File: config.mk
export PLATFORM = sky130hd
export DESIGN_NAME = mmio_uart_tx
export DESIGN_NICKNAME = d
export VERILOG_FILES = /design/src/rtl/uart_pkg.sv /design/src/rtl/sync_fifo.sv /design/src/rtl/mmio_uart_tx.sv
export SDC_FILE = /design/constraint.sdc
export NUM_CORES = 1
export LEC_CHECK = 0
export CORE_ASPECT_RATIO = 1.75
export CORE_MARGIN = 4
export CORE_UTILIZATION = 58
export DETAILED_ROUTE_END_ITERATION = 8
export PLACE_DENSITY_LB_ADDON = 0.2
export RECOVER_POWER = 100
export SLEW_MARGIN = 20
export SYNTH_ARGS = -nofsm -noshare
export SYNTH_HDL_FRONTEND = slang
export SYNTH_HIERARCHICAL = 1
export SYNTH_SLANG_ARGS = --single-unit
File: constraint.sdc
create_clock -name clk -period 4.2 [get_ports clk]
set_input_delay 1.05 -clock clk [delete_from_list [all_inputs] [get_ports clk]]
set_output_delay 1.05 -clock clk [all_outputs]
set_load 0.02 [all_outputs]
File: src/rtl/uart_pkg.sv
// Shared definitions for the memory-mapped UART transmitter: register decode,
// STATUS bit layout and transmit state encoding.
package uart_pkg;

  // Register select codes are the byte offset bits [3:2]
  localparam logic [1:0] REG_TXDATA  = 2'd0;  // offset 0x0
  localparam logic [1:0] REG_STATUS  = 2'd1;  // offset 0x4
  localparam logic [1:0] REG_BAUDDIV = 2'd2;  // offset 0x8

  localparam int STAT_BUSY    = 0;
  localparam int STAT_FULL    = 1;
  localparam int STAT_EMPTY   = 2;
  localparam int STAT_OVF     = 3;
  localparam int STAT_CNT_LSB = 4;
  localparam int STAT_CNT_MSB = 12;

  localparam logic [1:0] ST_IDLE  = 2'd0;
  localparam logic [1:0] ST_START = 2'd1;
  localparam logic [1:0] ST_DATA  = 2'd2;
  localparam logic [1:0] ST_STOP  = 2'd3;

  typedef enum logic [1:0] {
    IDLE  = ST_IDLE,
    START = ST_START,
    DATA  = ST_DATA,
    STOP  = ST_STOP
  } tx_state_e;

  function automatic logic [1:0] reg_sel(input logic [3:0] addr);
    return addr[3:2];
  endfunction

endpackage

File: src/rtl/sync_fifo.sv
// Single-clock FIFO with a combinational head output. A push into a full FIFO
// is accepted only when a pop happens in the same cycle.
module sync_fifo #(
  parameter int WIDTH = 8,
  parameter int DEPTH = 16
) (
  input  logic                     clk,
  input  logic                     rstn,
  input  logic                     push_i,
  input  logic                     pop_i,
  input  logic [WIDTH-1:0]         data_i,
  output logic [WIDTH-1:0]         data_o,
  output logic                     full_o,
  output logic                     empty_o,
  output logic [$clog2(DEPTH):0]   count_o
);

  localparam int AW = $clog2(DEPTH);
  localparam logic [AW:0] FULL_CNT = {1'b1, {AW{1'b0}}};

  logic [WIDTH-1:0] mem_q [DEPTH];
  logic [AW-1:0]    wr_ptr_q, wr_ptr_d;
  logic [AW-1:0]    rd_ptr_q, rd_ptr_d;
  logic [AW:0]      count_q, count_d;
  logic             do_push, do_pop;

  always_comb begin
    do_pop   = pop_i && (count_q != '0);
    do_push  = push_i && ((count_q != FULL_CNT) || do_pop);
    wr_ptr_d = wr_ptr_q;
    rd_ptr_d = rd_ptr_q;
    count_d  = count_q;
    if (do_push) wr_ptr_d = wr_ptr_q + 1'b1;
    if (do_pop)  rd_ptr_d = rd_ptr_q + 1'b1;
    if (do_push && !do_pop)      count_d = count_q + 1'b1;
    else if (do_pop && !do_push) count_d = count_q - 1'b1;
  end

  always_ff @(posedge clk or negedge rstn) begin
    if (!rstn) begin
      wr_ptr_q <= '0;
      rd_ptr_q <= '0;
      count_q  <= '0;
    end else begin
      wr_ptr_q <= wr_ptr_d;
      rd_ptr_q <= rd_ptr_d;
      count_q  <= count_d;
    end
  end

  // Storage needs no reset: the pointers and count define which entries are valid
  always_ff @(posedge clk) begin
    if (do_push) mem_q[wr_ptr_q] <= data_i;
  end

  assign data_o  = mem_q[rd_ptr_q];
  assign full_o  = (count_q == FULL_CNT);
  assign empty_o = (count_q == '0);
  assign count_o = count_q;

endmodule

File: src/rtl/mmio_uart_tx.sv
// Memory-mapped 8N1 UART transmitter: register file, registered read mux,
// TX FIFO and bit-serialising state machine.
module mmio_uart_tx #(
  parameter int FIFO_DEPTH  = 16,
  parameter int DEFAULT_DIV = 868,
  parameter int DIV_W       = 16
) (
  input  logic        clk,
  input  logic        rstn,
  input  logic        i_Sel_1,
  input  logic        i_WriteEnable_1,
  input  logic [3:0]  i_WriteAddr_4,
  input  logic [31:0] i_WriteData_32,
  input  logic [3:0]  i_ReadAddr_4,
  output logic [31:0] o_ReadData_32,
  output logic        o_Tx_1,
  output logic        o_TxEmptyIrq_1
);

  import uart_pkg::*;

  localparam int CW = $clog2(FIFO_DEPTH) + 1;

  tx_state_e        state_q, state_d;
  logic [DIV_W-1:0] div_q, div_d;
  logic [DIV_W-1:0] cnt_q, cnt_d;
  logic [2:0]       bit_q, bit_d;
  logic [7:0]       shift_q, shift_d;
  logic             tx_q, tx_d;
  logic             irq_q, irq_d;
  logic             ovf_q, ovf_d;
  logic [31:0]      rdata_q, rdata_d;

  logic             wr_en, push, pop, bit_done;
  logic             fifo_full, fifo_empty;
  logic [7:0]       fifo_data;
  logic [CW-1:0]    fifo_count;
  logic [31:0]      status_word;
  logic             unused_bits;

  assign wr_en = i_Sel_1 && i_WriteEnable_1;
  assign push  = wr_en && (reg_sel(i_WriteAddr_4) == REG_TXDATA);
  assign unused_bits = ^{i_WriteData_32, i_WriteAddr_4[1:0], i_ReadAddr_4[1:0]};

  sync_fifo #(
    .WIDTH (8),
    .DEPTH (FIFO_DEPTH)
  ) u_fifo (
    .clk     (clk),
    .rstn    (rstn),
    .push_i  (push),
    .pop_i   (pop),
    .data_i  (i_WriteData_32[7:0]),
    .data_o  (fifo_data),
    .full_o  (fifo_full),
    .empty_o (fifo_empty),
    .count_o (fifo_count)
  );

  always_comb begin
    status_word = '0;
    status_word[STAT_BUSY]  = (state_q != IDLE);
    status_word[STAT_FULL]  = fifo_full;
    status_word[STAT_EMPTY] = fifo_empty;
    status_word[STAT_OVF]   = ovf_q;
    status_word[STAT_CNT_MSB:STAT_CNT_LSB] = 9'(fifo_count);
  end

  // Register writes; a zero divisor would stall the shifter, so it becomes 1
  always_comb begin
    div_d = div_q;
    ovf_d = ovf_q;
    if (wr_en && (reg_sel(i_WriteAddr_4) == REG_BAUDDIV)) begin
      div_d = (i_WriteData_32[DIV_W-1:0] == '0) ? DIV_W'(1) : i_WriteData_32[DIV_W-1:0];
    end
    if (wr_en && (reg_sel(i_WriteAddr_4) == REG_STATUS) && i_WriteData_32[STAT_OVF]) begin
      ovf_d = 1'b0;
    end
    if (push && fifo_full && !pop) ovf_d = 1'b1;
  end

  always_comb begin
    rdata_d = rdata_q;
    if (i_Sel_1) begin
      case (reg_sel(i_ReadAddr_4))
        REG_STATUS:  rdata_d = status_word;
        REG_BAUDDIV: rdata_d = 32'(div_q);
        default:     rdata_d = '0;
      endcase
    end
  end

  // Each bit reloads its counter from the live divisor, so divisor writes land on the next bit
  always_comb begin
    state_d  = state_q;
    cnt_d    = cnt_q;
    bit_d    = bit_q;
    shift_d  = shift_q;
    pop      = 1'b0;
    bit_done = (cnt_q == '0);
    case (state_q)
      IDLE: begin
        if (!fifo_empty) begin
          pop     = 1'b1;
          shift_d = fifo_data;
          cnt_d   = div_q - 1'b1;
          state_d = START;
        end
      end
      START: begin
        if (bit_done) begin
          cnt_d   = div_q - 1'b1;
          bit_d   = 3'd0;
          state_d = DATA;
        end else begin
          cnt_d = cnt_q - 1'b1;
        end
      end
      DATA: begin
        if (bit_done) begin
          cnt_d = div_q - 1'b1;
          if (bit_q == 3'd7) begin
            state_d = STOP;
          end else begin
            bit_d   = bit_q + 1'b1;
            shift_d = shift_q >> 1;
          end
        end else begin
          cnt_d = cnt_q - 1'b1;
        end
      end
      STOP: begin
        if (bit_done) state_d = IDLE;
        else          cnt_d   = cnt_q - 1'b1;
      end
      default: state_d = IDLE;
    endcase

    case (state_d)
      START:   tx_d = 1'b0;
      DATA:    tx_d = shift_d[0];
      default: tx_d = 1'b1;
    endcase
    irq_d = fifo_empty && (state_q == IDLE);
  end

  always_ff @(posedge clk or negedge rstn) begin
    if (!rstn) begin
      state_q <= IDLE;
      div_q   <= DIV_W'(DEFAULT_DIV);
      cnt_q   <= '0;
      bit_q   <= '0;
      shift_q <= '0;
      tx_q    <= 1'b1;
      irq_q   <= 1'b1;
      ovf_q   <= 1'b0;
      rdata_q <= '0;
    end else begin
      state_q <= state_d;
      div_q   <= div_d;
      cnt_q   <= cnt_d;
      bit_q   <= bit_d;
      shift_q <= shift_d;
      tx_q    <= tx_d;
      irq_q   <= irq_d;
      ovf_q   <= ovf_d;
      rdata_q <= rdata_d;
    end
  end

  assign o_Tx_1         = tx_q;
  assign o_TxEmptyIrq_1 = irq_q;
  assign o_ReadData_32  = rdata_q;

endmodule

==> results.sh, run 1 <==
export IMPL_grt_pass1_vias=6099
export IMPL_finalSetupTns_ps=0
export IMPL_clk_pin_slew_ps=60
export IMPL_rows=61
export IMPL_cts_setup_buffers=0
export IMPL_finalCritPeriodShare_pct=83.8
export IMPL_yosys_cell_types_count=64
export IMPL_drive_gt1_share_pct=11.6
export IMPL_final_hold_worst_slack_ps=506
export IMPL_core_area_um2=15900
export IMPL_final_util_pct=66.1
export IMPL_grt_pass1_wl_mm=32.6
export IMPL_drc=0
export IMPL_n_fill_cell=1182
export IMPL_pin_count=78
export IMPL_synth_top_area_share_pct=41.0
export IMPL_syn_inst=714
export IMPL_grt_max_degree=78
export IMPL_ir_drop_mv=0.409
export IMPL_violations="capacitance limit, slew limit"
export IMPL_synth_edf_count=128
export IMPL_die_y_um=176
export IMPL_synth_area_leaders="edfxtp_1 (41%), dfrtp_1 (19%), mux4_2 (3.8%)"
export IMPL_finalPower_uw=6650
export IMPL_drt_antenna_violating_nets=0
export IMPL_drt_total_wl_mm=20.3
export IMPL_final_nets=819
export IMPL_syn2layout_area_growth_pct=11.8
export IMPL_antenna_found_initial=0
export IMPL_start_util_pct=59.1
export IMPL_worstPathRequired_ps=4540
export IMPL_async_flop_share_pct=37.6
export IMPL_setup_viol=0
export IMPL_min_path_type="flop to flop"
export IMPL_vias=5873
export IMPL_synth_warnings=6
export IMPL_critPathKind="flop to flop"
export IMPL_synth_top_flop_cell="edfxtp_1"
export IMPL_cp_end_kind="flop"
export IMPL_grt_overflow_total=0
export IMPL_die_w_um=104
export IMPL_maxCapViolations=3
export IMPL_io_buffer_count=41
export IMPL_rsz0062_at_grt="no"
export IMPL_final_common_cell="edfxtp_1"
export IMPL_wl_per_cell_um=21.3
export IMPL_gp_congestion=0.846
export IMPL_max_slew_margin_rel_pct=-29.2
export IMPL_root_buffer="clkbuf_16"
export IMPL_cts_buffers=20
export IMPL_hpwlAfterDp_mm=14.6
export IMPL_slew_violations=130
export IMPL_synth_seq_area_share_pct=61.6
export IMPL_final_cell_mix="edfxtp_1 (128), dfrtp_1 (70), o21ai_0 (45)"
export IMPL_worstSkewPairLatency_ps=490
export IMPL_drt_initial_drc_count=290
export IMPL_critPathMaxFanout=31
export IMPL_die_area_um2=18400
export IMPL_synth_area_leader_cell="edfxtp_1"
export IMPL_fin_skew_ps=10.8
export IMPL_ctsResizeCount=0
export IMPL_power_per_cell_area_nw_per_um2=634
export IMPL_cts_hold_buffers_added=0
export IMPL_hold_viol_final=0
export IMPL_worstSetupStartpointType="flop"
export IMPL_grt_use_total_pct=22.4
export IMPL_worstPathArrival_ps=3860
export IMPL_worst_pin_slew_ps=1940
export IMPL_fin_crit_ps=3520
export IMPL_clockBufferDepth=3
export IMPL_htree_levels=1
export IMPL_synth_seq_cells=205
export IMPL_leakage_uw=0.00394
export IMPL_outcome="finished, violations left"
export IMPL_first_pass_iters=5
export IMPL_fmax_mhz=284
export IMPL_netlist_area_um2=9390
export IMPL_cts_sinks=205
export IMPL_cts_tree="yes"
export IMPL_n_antenna_cell=0
export IMPL_drt_vias_per_instance=6.15
export IMPL_synth_avg_cell_area_um2=13.1
==> per-stage QoR <==
step | instance area, um^2 | setup WS [ps] | std cells
2_1_floorplan | 9440 | 885 | 729
4_1_cts | 10500 | 816 | 955
3_5_place_dp | 9930 | 462 | 921
3_3_place_gp | 9930 | 480 | 921
5_1_grt | 10500 | 433 | 955
6_report | 10500 | 679 | 955
==> worst max-delay path, cell delays in order (launching register included) <==
cell,delay (ps)
dfrtp_1,1480
clkbuf_2,610
mux4_2,630
a22oi_1,230
nand2_1,90
a22oi_1,180
a21oi_1,110
==> cells in the mapped netlist, types with 3 or more instances <==
cell	n
edfxtp_1	128
dfrtp_1	70
o21ai_0	44
inv_1	37
nor2_1	35
mux2i_1	34
nand2_1	34
clkbuf_1	25
a22oi_1	24
a21oi_1	21
ha_1	20
xnor2_1	20
mux2_2	17
a221oi_1	16
and2_1	16
buf_4	16
mux4_2	16
o22ai_1	16
nor3_1	14
nor4_1	13
buf_2	11
nand3_1	10
dfstp_2	7
a22o_1	5
nor3b_1	4
o211ai_1	4
o32ai_1	4
or2_2	4
nand2b_1	3
nand4_1	3
or4_1	3
xor2_1	3
==> flip-flops by register name, summed over array words and instances (netlist names) <==
signal           cells
bit_q                3
cnt_q               16
div_q               16
o_ReadData_32       16
o_TxEmptyIrq_1       1
o_Tx_1               1
ovf_q                1
shift_q              8
state_q              2
u_fifo/count_o       5
u_fifo/mem_q       128
u_fifo/rd_ptr_q      4
u_fifo/wr_ptr_q      4
==> cells by family after synthesis <==
| logic type | after synthesis | synth area share, % |
|---|---|---|
| AOI/OAI and AO/OA | 152 | 10.8 |
| xor gates and xnor gates | 23 | 2.15 |
| adders and majority gates | 21 | 2.88 |
| buffers and inverters | 91 | 4.44 |
| DFF | 205 | 61.6 |
| muxes | 67 | 9.51 |
| other | 1 | 0.0400 |
| and+or+nand+nor | 154 | 8.60 |
==> final cells by class <==
cell class	instances	area [um^2]	share of cell area (%)
clock inverter	12	78.8	0.751
tap	189	236	2.25
inverter	38	143	1.36
multi-input combinational	433	3230	30.8
clock buffer	22	529	5.05
timing repair buffer	56	493	4.70
sequential	205	5780	55.1
==> metal layers <==
layer  share of wire, %  GRT usage [%]  up-vias
li1                   -              -     2725
met1                 35           24.1     2943
met2                 56           43.4      144
met3                3.4           2.67       61
met4                5.2           10.4        0
met5                  0              0        -
==> path summary, 6_finish.rpt <==
| path | startpoint | endpoint | slack (ps) | cells after the start |
|---|---|---|---|---|
| hold reg to reg | cnt_q[13]$_DFFE_PN0P_ | cnt_q[13]$_DFFE_PN0P_ | 510 | 1 |
| hold / removal | cnt_q[13]$_DFFE_PN0P_ | cnt_q[13]$_DFFE_PN0P_ | 510 | 1 |
| min in group asynchronous | rstn | shift_q[1]$_DFFE_PN0P_ | 1070 | 1 |
| max in group asynchronous | rstn | u_fifo/wr_ptr_q[2]$_DFFE_PN0P_ | 1940 | 1 |
| setup reg to reg | u_fifo/rd_ptr_q[0]$_DFFE_PN0P_ | shift_q[3]$_DFFE_PN0P_ | 680 | 6 |
| setup / recovery | u_fifo/rd_ptr_q[0]$_DFFE_PN0P_ | shift_q[3]$_DFFE_PN0P_ | 680 | 6 |
==> report_power, final <==
part	total, uW	leakage [uW]	switching (uW)	internal [uW]
Clock	1680	0.000289	718	961
Combinational	2170	0.00155	1190	975
Sequential	2800	0.00210	383	2420
Total	6650	0.00394	2300	4360
Power figures use the tool's default switching activity.
==> inputs of run 2 (changes only) <==
Settings changed: CORE_UTILIZATION 58 to 52.
Clock period 4.2 ns to 2.9 ns, I/O delays scaled along.
==> run 2 against run 1 <==
Against the previous run: the flow now finishes without violations; core utilization decreased by 3.7 points; final cell count increased by 9.1%; sequential cell count unchanged; total power increased by 49%; clock power increased by 46%; combinational power increased by 63%; sequential power increased by 41%; first-iteration DRC count increased by 32%; wire length increased by 5.0%; design area increased by 4.8%; largest cell class unchanged.
==> results.sh, run 2 (synthesis results as in run 1) <==
export IMPL_die_area_um2=20300
export IMPL_critPathLaunch="i_Sel_1"
export IMPL_clk_pin_slew_ps=60
export IMPL_htree_levels=1
export IMPL_critPathMaxFanout=8
export IMPL_worstPathRequired_ps=3040
export IMPL_grt_max_degree=51
export IMPL_grt_use_total_pct=21.6
export IMPL_gp_congestion=0.963
export IMPL_start_util_pct=53.3
export IMPL_path_buf_inv=6
export IMPL_syn2layout_area_growth_pct=17.1
export IMPL_outcome="complete, no violations"
export IMPL_fin_skew_ps=8.22
export IMPL_cp_end_kind="flop"
export IMPL_n_fill_cell=1362
export IMPL_hold_viol_final=0
export IMPL_ir_drop_mv=0.566
export IMPL_worstPathArrival_ps=2870
export IMPL_wl_per_cell_um=20.5
export IMPL_grt_pass1_vias=6303
export IMPL_drive_gt1_share_pct=16.3
export IMPL_clockBufferDepth=3
export IMPL_cts_buffers=20
export IMPL_leakage_uw=0.00424
export IMPL_vias=6090
export IMPL_p_switching_uw=3420
export IMPL_drt_total_wl_mm=21.3
export IMPL_antenna_found_initial=0
export IMPL_place_ws_ps=-267
export IMPL_hpwlAfterDp_mm=15.7
export IMPL_r2r_cells=11
export IMPL_drt_vias_per_instance=5.84
export IMPL_max_slew_margin_rel_pct=11.4
export IMPL_p_clk_share_pct=24.7
export IMPL_grt_pass1_wl_mm=33.4
export IMPL_first_pass_iters=5
export IMPL_core_area_um2=17600
export IMPL_n_antenna_cell=0
export IMPL_die_y_um=186
export IMPL_cp_top_family="buffers and inverters"
export IMPL_crit_chain="clkdlybuf4s50_1 -> nand2_1 -> nor3_1 -> clkbuf_1 -> o31ai_4 -> inv_1 -> clkbuf_4 -> buf_4 -> and3_4 -> and2_0 -> dlymetal6s2s_1"
export IMPL_fin_crit_ps=2730
export IMPL_worstSetupStartpointType="primary input"
export IMPL_path_depth=11
export IMPL_pwr_share_comb_pct=35.5
export IMPL_slew_violations=0
export IMPL_final_common_cell="edfxtp_1"
export IMPL_rrSetupSlack_ps=170
export IMPL_largest_reg_flops=128
export IMPL_power_share_sequential_pct=39.8
export IMPL_grt_overflow_total=0
export IMPL_drc=0
export IMPL_finalCritPeriodShare_pct=94.3
export IMPL_fmax_mhz=366
export IMPL_switching_share_pct=34.4
export IMPL_cpMaxStageDelayCell="clkdlybuf4s50_1"
export IMPL_critPathKind="primary input to flop"
export IMPL_setup_viol=0
export IMPL_cts_hold_buffers_added=0
export IMPL_slowest_delay_ps=550
export IMPL_r2r_end="u_fifo/count_o[4]$_DFFE_PN0P_"
export IMPL_power_per_cell_area_nw_per_um2=904
export IMPL_rows=64
export IMPL_cts_tree="yes"
export IMPL_rr_startpoint="u_fifo/count_o[0]$_DFFE_PN0P_"
export IMPL_pin_count=78
export IMPL_io_buffer_count=41
export IMPL_min_path_type="flop to flop"
export IMPL_rsz0062_at_grt="no"
export IMPL_die_w_um=110
export IMPL_final_nets=862
export IMPL_worstSkewPairLatency_ps=490
export IMPL_regMostFlops="u_fifo/mem_q"
export IMPL_worst_slack_ps=167
export IMPL_cts_sinks=205
export IMPL_maxCapViolations=0
export IMPL_drt_initial_drc_count=383
export IMPL_root_buffer="clkbuf_16"
export IMPL_final_cell_mix="edfxtp_1 (128), dfrtp_1 (69), o21ai_0 (44)"
export IMPL_worst_pin_slew_ps=1330
export IMPL_drt_antenna_violating_nets=0
export IMPL_p_int_uw=6520
export IMPL_finalPower_uw=9940
export IMPL_critical_path_endpoint="u_fifo/mem_q[13][5]$_DFFE_PP_"
run 2: what timing repair did:
action | CTS | global route
setup buffers | 0 | 3
gates resized for setup | 0 | 2
setup endpoints to repair | 0 | 1
run 2: tightest hold or removal path: stages (launching register included):
cell and delay [ps]:
dfrtp_1 370, nand2_1 50, o21ai_0 60
run 2: worst min path at each step:
stage                         start              endpoint  slack [ps]  cells after the start
2_1_floorplan                  rstn  bit_q[0]$_DFFE_PN0P_         430                      0
3_3_place_gp   bit_q[1]$_DFFE_PN0P_  bit_q[1]$_DFFE_PN0P_         490                      2
3_5_place_dp      ovf_q$_DFFE_PN0P_     ovf_q$_DFFE_PN0P_         500                      2
4_1_cts                        rstn  cnt_q[7]$_DFFE_PN0P_         290                      1
5_1_grt           ovf_q$_DFFE_PN0P_     ovf_q$_DFFE_PN0P_         530                      2
6_report          ovf_q$_DFFE_PN0P_     ovf_q$_DFFE_PN0P_         510                      2
run 2: metrics by stage:
step           instances  utilization [%]  TNS, ps  hold WS [ps]  area (um^2)
2_1_floorplan        729                -        0           429         9500
3_3_place_gp        1004             59.8     -314           491        10500
3_5_place_dp        1004             59.8     -402           500        10500
4_1_cts             1040             63.4        0           291        11200
5_1_grt             1042             62.4        0           534        11000
6_report            1042             62.4        0           514        11000
run 2: per-layer routing:
metal  vias up  track usage [%]  share of wire (%)
li1       2820                -                  -
met5         -                0                  0
met4         0             8.74                3.8
met1      3070             23.5                 35
met3        44             2.74                3.6
met2       156             41.3                 57
run 2: power by group through the flow:
stage | sequential, uW | clock, uW | combinational (uW)
6_report | 3950 | 2450 | 3530
5_1_grt | 4000 | 2640 | 3880
4_1_cts | 3950 | 2510 | 3570
3_5_place_dp | 4000 | 0 | 3550
3_3_place_gp | 3970 | 0 | 3420
2_1_floorplan | 3850 | 0 | 2520
run 2: cell type report:
class | count | area [um^2] | area share [%]
sequential | 205 | 5780 | 52.6
multi-input combinational | 433 | 3290 | 30.0
timing repair buffer | 99 | 853 | 7.76
clock buffer | 32 | 607 | 5.52
tap | 231 | 289 | 2.63
inverter | 38 | 145 | 1.32
clock inverter | 4 | 23.8 | 0.216
==> inputs of run 3 (changes only) <==
Settings changed: CORE_MARGIN 4 to 1.5.
==> run 3 against run 2 <==
Against the previous run: sequential share of layout area rose by 0.27 points; wire length rose by 0.13%; global-route usage rose by 1.2 points; register-to-register slack got worse by 80 ps; worst hold slack got worse by 40 ps; critical endpoint is now u_fifo/count_o[3]$_DFFE_PN0P_; total power rose by 0.14%; critical path depth rose by 1; final cell count fell by 0.77%; clock skew fell by 1.5 ps.
==> results.sh, run 3 (synthesis results as in run 1) <==
export IMPL_fin_skew_ps=6.71
export IMPL_cts_sinks=205
export IMPL_pin_count=78
export IMPL_worst_pin_slew_ps=1190
export IMPL_fmax_mhz=355
export IMPL_antenna_found_initial=0
export IMPL_n_antenna_cell=0
export IMPL_hpwlAfterDp_mm=15.4
export IMPL_path_buf_inv=4
export IMPL_final_common_cell="edfxtp_1"
export IMPL_vias=6093
export IMPL_maxCapViolations=0
export IMPL_fin_crit_ps=2820
export IMPL_stdcell_area_um2=10900
export IMPL_worstPathArrival_ps=3180
export IMPL_syn2layout_area_growth_pct=16.5
export IMPL_start_util_pct=53.3
export IMPL_min_path_type="primary input to async pin"
export IMPL_grt_overflow_total=0
export IMPL_cts_buffers=20
export IMPL_final_hold_worst_slack_ps=474
export IMPL_drt_initial_drc_count=442
export IMPL_drt_antenna_violating_nets=0
export IMPL_finalCritPeriodShare_pct=97.1
export IMPL_worstPathRequired_ps=3260
export IMPL_drive_gt1_share_pct=16.4
export IMPL_power_share_sequential_pct=39.6
export IMPL_p_int_uw=6540
export IMPL_pwr_share_comb_pct=35.1
export IMPL_cts_tree="yes"
export IMPL_cts_hold_buffers_added=0
export IMPL_rsz0062_at_grt="no"
export IMPL_drc=0
export IMPL_largest_reg_flops=128
export IMPL_critPathMaxFanout=4
export IMPL_htree_levels=1
export IMPL_slew_violations=0
export IMPL_ir_drop_mv=0.698
export IMPL_cpMaxStageDelayCell="or4_4"
export IMPL_grt_max_degree=47
export IMPL_fin_cells=1034
export IMPL_final_nets=857
export IMPL_wl_per_cell_um=20.7
export IMPL_clk_pin_slew_ps=60
export IMPL_clockBufferDepth=3
export IMPL_rows=64
export IMPL_regMostFlops="u_fifo/mem_q"
export IMPL_slowest_delay_ps=560
export IMPL_outcome="complete, no violations"
export IMPL_power_per_cell_area_nw_per_um2=910
export IMPL_worstSetupStartpointType="flop"
export IMPL_leakage_uw=0.00416
export IMPL_p_switching_uw=3410
export IMPL_crit_chain="or4_4 -> buf_4 -> o31ai_4 -> inv_2 -> ha_4 -> inv_4 -> clkbuf_4 -> ha_1 -> a21o_2 -> a21oi_2 -> xor2_1 -> o21ai_0"
export IMPL_grt_pass1_wl_mm=33.1
export IMPL_switching_share_pct=34.3
export IMPL_drt_vias_per_instance=5.89
export IMPL_final_cell_mix="edfxtp_1 (128), dfrtp_1 (69), o21ai_0 (44)"
export IMPL_grt_pass1_vias=6231
export IMPL_setup_viol=0
export IMPL_cp_end_kind="flop"
export IMPL_io_buffer_count=41
export IMPL_core_area_um2=17600
export IMPL_max_slew_margin_rel_pct=20.8
export IMPL_placed_cell_area_um2=10500
export IMPL_drt_total_wl_mm=21.4
export IMPL_first_pass_iters=5
export IMPL_die_y_um=181
export IMPL_die_w_um=105
export IMPL_grt_use_total_pct=22.7
export IMPL_p_clk_share_pct=25.3
export IMPL_gp_congestion=0.883
export IMPL_critPathKind="flop to flop"
export IMPL_worstSkewPairLatency_ps=490
export IMPL_placed_cells=998
export IMPL_die_area_um2=18900
export IMPL_finalPower_uw=9950
export IMPL_hold_viol_final=0
export IMPL_root_buffer="clkbuf_16"
export IMPL_cp_top_family="compound AO/OA/AOI/OAI gates"
[run 3: changes by cell type in the layout (fill, tap and decap cells not counted), sizes merged]
cell | previous run | this run
clkbuf | 58 | 53
buf | 28 | 26
dlymetal6s2s | 5 | 2
bufinv | 0 | 1
clkinvlp | 0 | 1
[run 3: power groups by stage]
stage          sequential, uW  combinational [uW]  clock [uW]
2_1_floorplan            3850                2520           0
3_3_place_gp             3960                3360           0
3_5_place_dp             3990                3490           0
4_1_cts                  3940                3510        2570
5_1_grt                  3990                3790        2670
6_report                 3940                3500        2510
[run 3: stage by stage]
step                      TNS [ps]  utilization (%)  setup slack, ps
after floorplan                  0                -             2.43
after global placement        -317             59.5             -180
after detailed placement      -397             59.5             -203
after CTS                        0             63.2             14.4
after global routing             0             62.1             2.54
final                            0             62.1             83.1
[run 3: cell type report]
class	count	area [um^2]
sequential	205	5780
clock buffer	27	579
fill	1368	6680
multi-input combinational	433	3280
inverter	38	145
clock inverter	6	61.3
timing repair buffer	94	801
tap	231	289
[run 3: repair_timing]
| action | in CTS | in global routing |
|---|---|---|
| gates resized for setup | 0 | 1 |
| buffers inserted | 2 | 1 |
| setup endpoints to repair | 1 | 2 |
| pin swaps | 2 | 3 |
[run 3: final timing paths]
check | from | end | slack [ps] | depth (start not counted)
max in group asynchronous | rstn | o_ReadData_32[9]$_DFFE_PN0P_ | 1060 | 2
max | u_fifo/count_o[2]$_DFFE_PN0P_ | u_fifo/count_o[3]$_DFFE_PN0P_ | 80 | 12
min | rstn | cnt_q[6]$_DFFE_PN0P_ | 470 | 1
min reg2reg | bit_q[2]$_DFFE_PN0P_ | bit_q[2]$_DFFE_PN0P_ | 520 | 2
min in group clk | bit_q[2]$_DFFE_PN0P_ | bit_q[2]$_DFFE_PN0P_ | 520 | 2
max reg2reg | u_fifo/count_o[2]$_DFFE_PN0P_ | u_fifo/count_o[3]$_DFFE_PN0P_ | 80 | 12
[run 3: routing by layer]
layer | vias up | routed length (um) | global-route usage (%) | part of all wire [%]
met5 | - | 0 | 0 | 0
met4 | 0 | 995 | 11.3 | 4.7
met3 | 51 | 749 | 2.38 | 3.5
met2 | 196 | 12000 | 43.8 | 56
met1 | 3048 | 7600 | 24.1 | 36
li1 | 2798 | - | - | -
